### src/rtl/pc_gen.sv
// Fetch-stage program counter: trap > redirect > sequential next-PC selection,
// valid/ready fetch offer and redirect epoch tag. Optional target check: PC_GEN_MISALIGN_CHECK_EN.
module pc_gen #(
  parameter int unsigned              ADDR_WIDTH  = 32,
  parameter logic [ADDR_WIDTH-1:0]    PC_ADDR     = 32'h8000_0000,
  parameter int unsigned              INCR        = 4,
  parameter int unsigned              EPOCH_WIDTH = 2
) (
  input  logic                   clk,
  input  logic                   reset,
  input  logic                   stall_i,
  input  logic                   redirect_i,
  input  logic [ADDR_WIDTH-1:0]  redirect_pc_i,
  input  logic                   trap_i,
  input  logic [ADDR_WIDTH-1:0]  trap_pc_i,
  input  logic                   halt_i,
  input  logic                   fetch_ready_i,
  output logic                   fetch_valid_o,
  output logic [ADDR_WIDTH-1:0]  fetch_pc_o,
  output logic [EPOCH_WIDTH-1:0] fetch_epoch_o,
  output logic                   halted_o,
  output logic                   misalign_o
);

  typedef enum logic [1:0] {
    BOOT   = 2'd0,
    RUN    = 2'd1,
    HALTED = 2'd2
  } state_t;

  state_t                 state_q, state_d;
  logic [ADDR_WIDTH-1:0]  pc_q, pc_d;
  logic [EPOCH_WIDTH-1:0] epoch_q, epoch_d;
  logic                   fire;
  logic                   target_take;
  logic [ADDR_WIDTH-1:0]  target_pc;
  logic                   mis_halt_q, mis_halt_d;
  logic                   target_misaligned;

  assign fetch_valid_o = (state_q == RUN) && !stall_i;
  assign fire          = fetch_valid_o && fetch_ready_i;
  assign target_take   = trap_i || redirect_i;
  assign target_pc     = trap_i ? trap_pc_i : redirect_pc_i;
  assign fetch_pc_o    = pc_q;
  assign fetch_epoch_o = epoch_q;

`ifdef PC_GEN_MISALIGN_CHECK_EN
  assign target_misaligned = target_take && (target_pc[1:0] != 2'b00);

  // Sticky halt after a misaligned target; only a later trap can clear it.
  always_comb begin
    mis_halt_d = mis_halt_q;
    if (target_misaligned)
      mis_halt_d = 1'b1;
    else if (trap_i)
      mis_halt_d = 1'b0;
  end

  always_ff @(posedge clk or posedge reset) begin
    if (reset) begin
      mis_halt_q <= 1'b0;
      misalign_o <= 1'b0;
    end else begin
      mis_halt_q <= mis_halt_d;
      if (target_take)
        misalign_o <= target_misaligned;
    end
  end
`else
  assign target_misaligned = 1'b0;
  assign mis_halt_q        = 1'b0;
  assign mis_halt_d        = 1'b0;
  assign misalign_o        = 1'b0;
`endif

  // RUN only drops to HALTED once no offer is left dangling.
  always_comb begin
    state_d = state_q;
    unique case (state_q)
      BOOT:    state_d = halt_i ? HALTED : RUN;
      RUN:     if (halt_i && (!fetch_valid_o || fire)) state_d = HALTED;
      HALTED:  if (!halt_i && !mis_halt_q) state_d = RUN;
      default: state_d = BOOT;
    endcase
    if (target_misaligned)
      state_d = HALTED;
  end

  always_comb begin
    pc_d    = pc_q;
    epoch_d = epoch_q;
    if (target_take) begin
      pc_d    = target_pc;
      epoch_d = epoch_q + EPOCH_WIDTH'(1);
    end else if (fire) begin
      pc_d    = pc_q + ADDR_WIDTH'(INCR);
    end
  end

  always_ff @(posedge clk or posedge reset) begin
    if (reset) begin
      state_q  <= BOOT;
      pc_q     <= PC_ADDR;
      epoch_q  <= '0;
      halted_o <= 1'b0;
    end else begin
      state_q  <= state_d;
      pc_q     <= pc_d;
      epoch_q  <= epoch_d;
      halted_o <= (state_d == HALTED);
    end
  end

endmodule

### config.mk
export PLATFORM = sky130hd
export DESIGN_NAME = pc_gen
export DESIGN_NICKNAME = d
export VERILOG_FILES = /design/src/rtl/pc_gen.sv
export SDC_FILE = /design/constraint.sdc
export NUM_CORES = 1
export LEC_CHECK = 0
export CAP_MARGIN = 20
export CORE_MARGIN = 3
export CORE_UTILIZATION = 32
export DETAILED_ROUTE_END_ITERATION = 8
export SYNTH_ARGS = -nofsm -noshare
export SYNTH_HDL_FRONTEND = slang
export SYNTH_SLANG_ARGS = --single-unit
### constraint.sdc
create_clock -name clk -period 2.4 [get_ports clk]
set_input_delay 0.72 -clock clk [delete_from_list [all_inputs] [get_ports clk]]
set_output_delay 0.72 -clock clk [all_outputs]
set_load 0.01 [all_outputs]
-- Yosys cells after proc, flatten, opt, wreduce, memory -nomap -nowiden
Cells that the tools add are included.
- input port bits: 71
- register bits: 37
- logic and storage cells: 25
- output and inout bits: 37
- reductions and logical operators: 9
- mux-type cells: 7
- eq/ne operators: 3
- $add $sub $neg: 2
- operators with widths (cell ; number):
    two-way mux 32 bit ; 3
    adder 32 x 3 -> 32 bit (second input constant) ; 1
    two-way mux 2 bit ; 3
    case mux 2 bit (3 select lines) ; 1
    == test 2 bit (second input constant) ; 2
    logical AND 1 bit ; 3
    adder 2 x 1 -> 2 bit (second input constant) ; 1
    == test 2 x 1 -> 1 bit (second input constant) ; 1
    zero test 1 bit ; 2
    zero test 2 bit ; 1
    logical OR 1 bit ; 2
    nonzero test 2 bit ; 1

-- Logic depth before layout (Yosys ltp)
Gate-level depths: netlist of run 1.
- depth in word-level cells: 8
- mapped depth: 6
- mapped depth without buffers: 6

-- Worst setup path before layout of run 1
Ideal clock, no wire load.
- path type: in2reg
- start point: input stall_i
- end point: register pc_q[26] (netlist: fetch_pc_o[26])
- data required time: 2.322 ns
- cell stages on the path: 5
- setup slack: 0.108 ns
- data arrival time: 2.214 ns
- library setup time: 0.078 ns
- path buffers: 0
- cell sequence: nand4bb_1 > or4_1 > or4_1 > xor2_1 > a21oi_1
- cells in the longest elaborated chain, start to end: 4
- RTL lines (what ; RTL line ; source):
    start, declared ; 11 ; input logic stall_i,
    zero test 1 bit ; 40 ; assign fetch_valid_o = (state_q == RUN) && !stall_i;
    logical AND 1 bit ; 40 ;
    logical AND 1 bit ; 41 ; assign fire = fetch_valid_o && fetch_ready_i;
    nonzero test 2 bit (no line) ; - ;
    end signal, assigned ; 108 ; pc_q <= pc_d;
    end, declared ; 32 ; logic [ADDR_WIDTH-1:0] pc_q, pc_d;
Every way passes these cells.
A chain may end at the register's enable or synchronous reset.

-- Worst setup path in the final report of run 1
- start point: register pc_q[2] (netlist: fetch_pc_o[2])
- end point: register pc_q[26] (netlist: fetch_pc_o[26])
- cells in the longest elaborated chain, start to end: 3
- RTL lines (what ; RTL line ; source):
    adder 32 x 3 -> 32 bit ; 96 ; pc_d = pc_q + ADDR_WIDTH'(INCR);
    two-way mux 32 bit ; 95 ; end else if (fire) begin
    two-way mux 32 bit ; 92 ; if (target_take) begin
Every way passes these cells. The select of a mux whose other input is x is not followed.

==> results of run 1 <==
## Yosys cell counts (6+ instances only)
cell / number
a211oi_1: 9
a21oi_1: 28
a22oi_1: 7
and3_1: 7
clkbuf_1: 13
dfrtp_1: 36
mux2i_1: 6
nand2_1: 27
nand3_1: 11
nand4_1: 8
nor2_1: 9
nor2b_1: 10
nor3_1: 8
o21ai_0: 18
xnor2_1: 15
xor2_1: 8
## through the flow
stage	util, %	hold slack [ns]	power, uW	setup slack [ns]
finish	53.79	0.4841	1825	0.1671
global route	53.79	0.5097	1926	0.02712
CTS	53.57	0.4881	1848	0.1680
detailed placement	52.08	0.4736	1377	-0.3343
global placement	52.08	0.4716	1371	-0.3138
floorplan	-	0.4651	1024	0.1084
## sequential cells by signal (all words and copies together) (netlist names)
signal / cells
fetch_pc_o: 32
fetch_epoch_o: 2
state_q: 2
halted_o: 1
## power by group through the flow
stage	sequential, uW	combinational (uW)	clock [uW]
floorplan	820	204	0
global placement	800	571	0
detailed placement	801	575	0
CTS	790	580	477
global route	803	621	502
finish	790	573	462
## area by class of cell
cell class / instances / area, sq um
Multi-Input combinational cell: 211 / 1331
Fill cell: 668 / 3192
Clock buffer: 8 / 90.09
Tap cell: 96 / 120.1
Sequential cell: 37 / 927.1
Inverter: 5 / 18.77
Timing Repair Buffer: 126 / 1227
## worst paths after layout
path / from / end / depth (start not counted) / slack, ns
worst min register to register: fetch_epoch_o[1]$_DFFE_PP0N_ / fetch_epoch_o[1]$_DFFE_PP0N_ / 1 / 0.48
min in group asynchronous: reset / fetch_pc_o[18]$_DFFE_PP0P_ / 3 / 0.84
worst max-delay path: fetch_pc_o[2]$_DFFE_PP0P_ / fetch_pc_o[26]$_DFFE_PP0P_ / 6 / 0.17
max in group asynchronous: reset / fetch_pc_o[31]$_DFFE_PP1P_ / 3 / 1.19
worst min-delay path: fetch_epoch_o[1]$_DFFE_PP0N_ / fetch_epoch_o[1]$_DFFE_PP0N_ / 1 / 0.48
worst max register to register: fetch_pc_o[2]$_DFFE_PP0P_ / fetch_pc_o[26]$_DFFE_PP0P_ / 6 / 0.17
## worst max-delay path: stages, from the launching register on
cell and delay, ns:
dfrtp_1 0.41, ha_1 0.27, nand4_1 0.23, or4_1 0.44, or4_1 0.53, xor2_1 0.15, a21oi_1 0.13
## what timing repair did
action / 4_1_cts / 5_1_grt
buffers inserted: 0 / 2
hold endpoints to repair: 0 / 0
resized for setup: 4 / 0
setup endpoints to repair: 2 / 1
pin swaps: 3 / 1
## kinds of logic after synthesis
kind of cell             after synthesis  synth area share [%]
AO/OA/AOI/OAI                         78                 20.51
XOR/XNOR                              23                 8.712
adder cells (fa/ha/maj)                1                0.5410
buffers and inverters                 20                 3.409
flip-flops                            37                 40.10
multiplexers                           6                 2.598
other                                  1                0.1622
AND/OR/NAND/NOR                      102                 23.97
## metal layers
metal  up-vias  global-route usage (%)
met2        76                   27.77
li1       1221                       -
met4         0                   5.025
met5         -                       0
met3         6                   5.717
met1      1145                   24.42
==> flow_summary.json, run 1 <==
{
  "outcome": "complete, no violations",
  "yosysTopAreaCellShare_pct": 38.96,
  "crit_fanout": 5,
  "clkTransAtPathRegs_ns": 0.08,
  "grt_max_degree": 38,
  "syn2layout_area_growth_pct": 60.66,
  "die_h_um": 91.01,
  "drtIter0Drc": 92,
  "synth.net_count": 340,
  "timing.fmax_mhz": 447.8,
  "cts.sinks": 37,
  "start_util_pct": 33.48,
  "avgSynthCellArea_sq_um": 8.628,
  "synthArstFlopShare_pct": 100.0,
  "critPathKind": "reg2reg",
  "p_switching_uw": 545.4,
  "drtPass1Iterations": 4,
  "cap_violations": 0,
  "gp_congestion": 0.8451,
  "rsz0062_at_grt": "false",
  "pwr-share-clk_pct": 25.3,
  "syn-cell-area_sq_mm": 0.002312,
  "grt.total_usage_pct": 18.07,
  "diodes": 0,
  "fin_area_sq_mm": 0.003715,
  "cts_tree": "built",
  "die_x_um": 91.01,
  "postRouteAntennaNets": 0,
  "avgViaCountPerCell": 5.068,
  "p_leak_uw": 0.001416,
  "sequentialPowerShare_pct": 43.3,
  "peakVddDrop_mv": 0.2513,
  "fin_skew_ns": 0.008032,
  "period_needed_ns": 2.233,
  "cp_data_required_time_ns": 2.62,
  "layout_commonest_cell": "clkdlybuf4s50_1",
  "place_hpwl_um": 5669,
  "clk_latency_ns": 0.29,
  "yosysSeqAreaShare_pct": 40.10,
  "clk_path_buf_depth": 2,
  "synth_cell_types": 41,
  "drt-wirelength-per-cell_um": 15.41,
  "port_buffers": 106,
  "grt_pass1_wl_um": 12120,
  "cts-buffers-inserted": 5,
  "powerDensity_mw_per_mm2": 491.2,
  "synth_edf_count": 0,
  "fin_nets": 458,
  "drc": 0,
  "power.internal_uw": 1280,
  "p_sw_share_pct": 29.89,
  "cts_root_buffer": "clkbuf_8",
  "dpl-instance-area_sq_mm": 0.003597,
  "dp.cells": 473,
  "wl_met2_um": 3369,
  "met1Wirelength_um": 3514,
  "synth_ff_type": "dfrtp_1",
  "dieArea_sq_mm": 0.008282,
  "hold_viol_final": 0,
  "totalWireLength_um": 7445,
  "period_share_pct": 93.04,
  "vias": 2448,
  "antenna_found_initial": 0,
  "synthCells": 268,
  "min_path_type": "reg2reg",
  "setup_viol": 0,
  "synth_area_leader_cell": "dfrtp_1",
  "fin_cells": 483,
  "worstSetupStartpointType": "flip-flop",
  "top_layer_used": "met4",
  "ys_warn_count": 0,
  "fin_setup_tns_ns": 0,
  "row_count": 30,
  "endpoint_kind": "flip-flop",
  "slew_viol_final": 0,
  "ctsHtreeMaxLevel": 2,
  "core_area_sq_mm": 0.006907,
  "grt_overflow": 0,
  "power_frac_comb_pct": 31.4,
  "crit_arrival_ns": 2.45,
  "drive_gt1_share_pct": 8.786,
  "io_pins": 108,
  "synth_seq_cells": 37,
  "grt_pass1_vias": 2400,
  "dr_wl_met3_um": 461,
  "cts_hold_buffers": 0,
  "final_cell_mix": "clkdlybuf4s50_1 (102), dfrtp_1 (36), a21oi_1 (28), nand2_1 (27)",
  "synth_area_leaders": "dfrtp_1 (39%), a21oi_1 (6.1%), xnor2_1 (5.7%)"
}
Note: power is estimated with default switching activity, not from simulation.
==> run 2: changes to the inputs <==
--- a/config.mk
+++ b/config.mk
@@ -7,8 +7,9 @@
 export LEC_CHECK = 0
 export CAP_MARGIN = 20
 export CORE_MARGIN = 3
-export CORE_UTILIZATION = 32
+export CORE_UTILIZATION = 42
 export DETAILED_ROUTE_END_ITERATION = 8
+export PLACE_DENSITY = 0.82
 export SYNTH_ARGS = -nofsm -noshare
 export SYNTH_HDL_FRONTEND = slang
 export SYNTH_SLANG_ARGS = --single-unit
==> run 2 against run 1 <==
Via count rose by 1.6%. Combinational power is 2% lower. Wire length down 5.9%. Utilization rose by 15 points. Critical path type is now in2reg. Critical endpoint unchanged. Largest cell class unchanged. Highest routed layer unchanged.
==> flow_summary.json, run 2 (synthesis gave the netlist of run 1 again) <==
{
  "outcome": "complete, no violations",
  "place_hpwl_um": 5500,
  "endpoint_kind": "flip-flop",
  "timing.fmax_mhz": 443.9,
  "cpPeakStageDelay_ns": 0.52,
  "cts_root_buffer": "clkbuf_8",
  "power.internal_uw": 1238,
  "io_pins": 108,
  "period_needed_ns": 2.253,
  "p_leak_uw": 0.001379,
  "clk_path_buf_depth": 2,
  "fin_skew_ns": 0.008533,
  "drc": 0,
  "gp_congestion": 0.8734,
  "core_area_sq_mm": 0.005205,
  "final_cell_mix": "clkdlybuf4s50_1 (102), dfrtp_1 (36), a21oi_1 (28), nand2_1 (27), o21ai_0 (18)",
  "fin_nets": 451,
  "power_frac_comb_pct": 31.6,
  "path_buf_inv": 1,
  "crit_arrival_ns": 2.46,
  "min_path_type": "reg2reg",
  "worstSetupStartpointType": "input port",
  "port_buffers": 106,
  "clkTransAtPathRegs_ns": 0.07,
  "fillers": 433,
  "grt.total_usage_pct": 22.00,
  "final_util_pct": 69.28,
  "setup_ws_ns": 0.1470,
  "cap_violations": 0,
  "cts-buffers-inserted": 5,
  "ctsHtreeMaxLevel": 2,
  "pwr-share-clk_pct": 23.7,
  "multi_input_area_sq_mm": 0.001315,
  "totalWireLength_um": 7009,
  "cp_cell_sequence": "dlygate4sd2_1 -> nand4bb_1 -> or4_1 -> or4_1 -> xor2_1 -> a21oi_1",
  "diodes": 0,
  "row_count": 26,
  "grt_pass1_vias": 2353,
  "p_switching_uw": 531.2,
  "hold_viol_final": 0,
  "powerDensity_mw_per_mm2": 490.5,
  "drive_gt1_share_pct": 7.105,
  "start_util_pct": 44.42,
  "cp_slowest_cell": "or4_1",
  "cts.sinks": 37,
  "cts_tree": "built",
  "rsz0062_at_grt": "false",
  "grt_overflow": 0,
  "largest_reg_flops": 32,
  "regArea_sq_um": 927.1,
  "die_h_um": 80.20,
  "vias": 2488,
  "slew_headroom_pct": 50.27,
  "grt_pass1_wl_um": 11250,
  "p_sw_share_pct": 30.03,
  "pre_cts_slack_ns": -0.3265,
  "antenna_found_initial": 0,
  "fin_setup_tns_ns": 0,
  "sequentialPowerShare_pct": 44.7,
  "critPathKind": "in2reg",
  "dieArea_sq_mm": 0.006431,
  "drtIter0Drc": 138,
  "crit_family": "simple AND/OR/NAND/NOR gates",
  "period_share_pct": 93.87,
  "cts_hold_buffers": 0,
  "syn2layout_area_growth_pct": 55.95,
  "cp_common_cell": "or4_1",
  "clk_latency_ns": 0.28,
  "layout_commonest_cell": "clkdlybuf4s50_1",
  "p_total_uw": 1769,
  "whs_ns": 0.4792,
  "setup_viol": 0,
  "peakVddDrop_mv": 0.3641,
  "cp_data_required_time_ns": 2.60,
  "die_x_um": 80.20,
  "drt-wirelength-per-cell_um": 15.58,
  "slew_viol_final": 0,
  "crit_fanout": 3,
  "postRouteAntennaNets": 0,
  "tightest_slew_ns": 0.7444,
  "rrSetupSlack_ns": 0.23,
  "avgViaCountPerCell": 5.529,
  "grt_max_degree": 50,
  "drtPass1Iterations": 4
}
[run 2: changes by cell type in the layout (fill, tap and decap cells not counted), sizes merged]
cell    previous run  this run
buf               21        14
clkbuf             8         6
clkinv             0         2
[run 2: repair_timing]
item                                    4_1_cts  5_1_grt
setup buffers                                 0        0
endpoints found under the setup margin        2        0
resized for setup                             3        0
[run 2: metrics by stage]
stage                     cell area [sq um]  cells
after floorplan                        2312    268
after global placement                 3527    442
after detailed placement               3527    442
after CTS                              3606    450
after global routing                   3606    450
final                                  3606    450
[run 2: path summary, 6_finish.rpt]
kind | cells after the start | startpoint | end
hold reg to reg | 1 | fetch_epoch_o[1]$_DFFE_PP0N_ | fetch_epoch_o[1]$_DFFE_PP0N_
min in group asynchronous | 3 | reset | fetch_pc_o[8]$_DFFE_PP0P_
setup reg to reg | 6 | fetch_pc_o[2]$_DFFE_PP0P_ | fetch_pc_o[26]$_DFFE_PP0P_
max in group asynchronous | 3 | reset | fetch_pc_o[31]$_DFFE_PP1P_
hold / removal | 1 | fetch_epoch_o[1]$_DFFE_PP0N_ | fetch_epoch_o[1]$_DFFE_PP0N_
setup / recovery | 6 | stall_i | fetch_pc_o[26]$_DFFE_PP0P_
[run 2: layout make-up]
type	count	area share (%)
clock inverter	2	0.2776
sequential	37	25.71
clock buffer	6	2.012
multi-input combinational	211	36.47
tap	70	2.429
timing repair buffer	119	32.58
inverter	5	0.5205
[run 2: power groups by stage]
stage | Combinational [uW] | Clock [uW] | Sequential [uW]
2_1_floorplan | 204 | 0 | 820
3_3_place_gp | 555 | 0 | 796
3_5_place_dp | 564 | 0 | 800
4_1_cts | 564 | 430 | 788
5_1_grt | 610 | 461 | 801
6_report | 559 | 420 | 790
[run 2: layer usage]
metal | share of wire [%] | up-vias | track usage (%)
met5 | 0 | - | 0
met3 | 6.7 | 11 | 4.260
li1 | - | 1208 | -
met4 | 1.4 | 0 | 5.405
met2 | 49 | 98 | 36.84
met1 | 43 | 1171 | 29.13
==> run 3: changes to the inputs <==
--- a/config.mk
+++ b/config.mk
@@ -7,9 +7,9 @@
 export LEC_CHECK = 0
 export CAP_MARGIN = 20
 export CORE_MARGIN = 3
-export CORE_UTILIZATION = 42
+export CORE_UTILIZATION = 41
 export DETAILED_ROUTE_END_ITERATION = 8
-export PLACE_DENSITY = 0.82
+export PLACE_DENSITY = 0.8
 export SYNTH_ARGS = -nofsm -noshare
 export SYNTH_HDL_FRONTEND = slang
 export SYNTH_SLANG_ARGS = --single-unit
==> constraint.sdc (replaced) <==
create_clock -name clk -period 2.14 [get_ports clk]
set_input_delay 0.642 -clock clk [delete_from_list [all_inputs] [get_ports clk]]
set_output_delay 0.642 -clock clk [all_outputs]
set_load 0.01 [all_outputs]
==> run 3 against run 2 <==
Via count rose by 2.1%. Clock-buffer cell count rose by 2. Wire length rose by 7.8%. First-iteration DRC count rose by 8.7%. Worst setup slack got worse by 0.060 ns.
==> flow_summary.json, run 3 (synthesis gave the netlist of run 1 again) <==
{
  "cts.sinks": 37,
  "holdPathEnd": "fetch_epoch_o[1]$_DFFE_PP0N_",
  "postRouteAntennaNets": 0,
  "grt.total_usage_pct": 23.37,
  "cts_tree": "built",
  "outcome": "complete, no violations",
  "cts_root_buffer": "clkbuf_8",
  "drc": 0,
  "timing.fmax_mhz": 487.2,
  "ctsHtreeMaxLevel": 2,
  "drtPass1Iterations": 4,
  "final_cell_mix": "clkdlybuf4s50_1 (102), dfrtp_1 (35), buf_4 (29), a21oi_1 (28), nand2_1 (27)",
  "place_hpwl_um": 5869,
  "crit_family": "simple AND/OR/NAND/NOR gates",
  "drt-wirelength-per-cell_um": 16.14,
  "grt_max_degree": 38,
  "fin_setup_tns_ns": 0,
  "die_h_um": 81.10,
  "power_frac_comb_pct": 32.9,
  "die_x_um": 81.10,
  "power.internal_uw": 1458,
  "period_share_pct": 95.92,
  "rsz0062_at_grt": "false",
  "pwr-share-clk_pct": 24.7,
  "grt_pass1_wl_um": 11770,
  "io_pins": 108,
  "avgViaCountPerCell": 5.427,
  "period_needed_ns": 2.053,
  "worstSetupStartpointType": "flip-flop",
  "diodes": 0,
  "endpoint_kind": "flip-flop",
  "core_area_sq_mm": 0.005270,
  "min_path_type": "reg2reg",
  "crit_fanout": 2,
  "grt_overflow": 0,
  "grt_pass1_vias": 2477,
  "cp_common_cell": "or4_4",
  "rr_worst_depth": 6,
  "vias": 2540,
  "powerDensity_mw_per_mm2": 550.7,
  "cp_data_required_time_ns": 2.36,
  "path_buf_inv": 0,
  "clk_path_buf_depth": 2,
  "cpPeakStageDelay_ns": 0.50,
  "peakVddDrop_mv": 0.3714,
  "setup_viol": 0,
  "row_count": 26,
  "clkTransAtPathRegs_ns": 0.07,
  "crit_arrival_ns": 2.27,
  "fin_area_sq_mm": 0.003775,
  "sequentialPowerShare_pct": 42.3,
  "slew_viol_final": 0,
  "layout_commonest_cell": "clkdlybuf4s50_1",
  "r2r_end": "fetch_pc_o[26]$_DFFE_PP0P_",
  "largest_reg_flops": 32,
  "start_util_pct": 43.87,
  "r2r-start": "fetch_pc_o[2]$_DFFE_PP0P_",
  "fin_nets": 469,
  "cp_cell_sequence": "ha_1 -> nand4_1 -> or4_4 -> or4_4 -> xor2_1 -> a21oi_1",
  "totalWireLength_um": 7555,
  "p_sw_share_pct": 29.85,
  "min_from": "fetch_epoch_o[1]$_DFFE_PP0N_",
  "p_switching_uw": 620.7,
  "syn2layout_area_growth_pct": 63.26,
  "rrSetupSlack_ns": 0.09,
  "fillers": 440,
  "holdPathStages": 1,
  "fin_skew_ns": 0.004133,
  "cp_slowest_cell": "or4_4",
  "dpl-instance-area_sq_mm": 0.003656,
  "critPathKind": "reg2reg",
  "cts-buffers-inserted": 5,
  "drtIter0Drc": 150,
  "cap_violations": 0,
  "p_leak_uw": 0.001476,
  "port_buffers": 106,
  "clk_latency_ns": 0.29,
  "hold_viol_final": 0,
  "gp_congestion": 0.9549,
  "drive_gt1_share_pct": 12.56,
  "dieArea_sq_mm": 0.006576,
  "antenna_found_initial": 0
}
run 3: cell count changes in the layout (fill, tap and decap cells not counted), moves of 2 or more:
cell           change
buf_4             +18
clkbuf_2           +2
clkinv_2           -2
dlygate4sd2_1      -2
or4_1              -2
or4_4              +2
run 3: final cells by class:
class	instances	area, sq um	share of cell area (%)
clock buffer	8	90.09	2.386
inverter	5	18.77	0.4972
multi-input combinational	211	1348	35.70
sequential	37	928.4	24.59
tap	70	87.58	2.320
timing repair buffer	137	1303	34.50
run 3: power groups by stage:
| stage | registers (uW) | clock network, uW | logic, uW |
|---|---|---|---|
| floorplan | 921 | 0 | 231 |
| global placement | 888 | 0 | 663 |
| detailed placement | 893 | 0 | 676 |
| CTS | 879 | 522 | 683 |
| global route | 891 | 559 | 743 |
| finish | 880 | 514 | 685 |
run 3: how the worst max path moves through the flow:
| stage | from | end | slack [ns] | cells after the start |
|---|---|---|---|---|
| finish | fetch_pc_o[2]$_DFFE_PP0P_ | fetch_pc_o[26]$_DFFE_PP0P_ | 0.09 | 6 |
| global route | fetch_pc_o[2]$_DFFE_PP0P_ | fetch_pc_o[26]$_DFFE_PP0P_ | 0.0005 | 6 |
| CTS | stall_i | fetch_pc_o[26]$_DFFE_PP0P_ | 0.01 | 6 |
| detailed placement | stall_i | fetch_pc_o[26]$_DFFE_PP0P_ | -0.53 | 6 |
| global placement | stall_i | fetch_pc_o[26]$_DFFE_PP0P_ | -0.47 | 6 |
| floorplan | stall_i | fetch_pc_o[26]$_DFFE_PP0P_ | -0.02 | 5 |
run 3: stage by stage:
stage	utilization, %	setup slack (ns)	power [uW]	instances	hold slack [ns]
global placement	69.37	-0.4733	1551	457	0.4633
CTS	71.23	0.01236	2084	466	0.4775
finish	71.63	0.08727	2079	468	0.4781
detailed placement	69.37	-0.5330	1569	457	0.4654
global route	71.63	0.0005180	2193	468	0.4912
floorplan	-	-0.02269	1152	268	0.4779
run 3: layer usage:
layer / track usage (%) / part of all wire, %
met2: 39.41 / 47
met1: 28.38 / 42
met3: 6.984 / 9.2
met4: 7.939 / 2.0
met5: 0 / 0
run 3: what timing repair did:
item,4_1_cts,5_1_grt
setup buffers,1,2
endpoints found under the setup margin,15,7
hold endpoints to repair,0,0
hold buffers,0,0
pin swaps,3,4
gates resized for setup,4,7
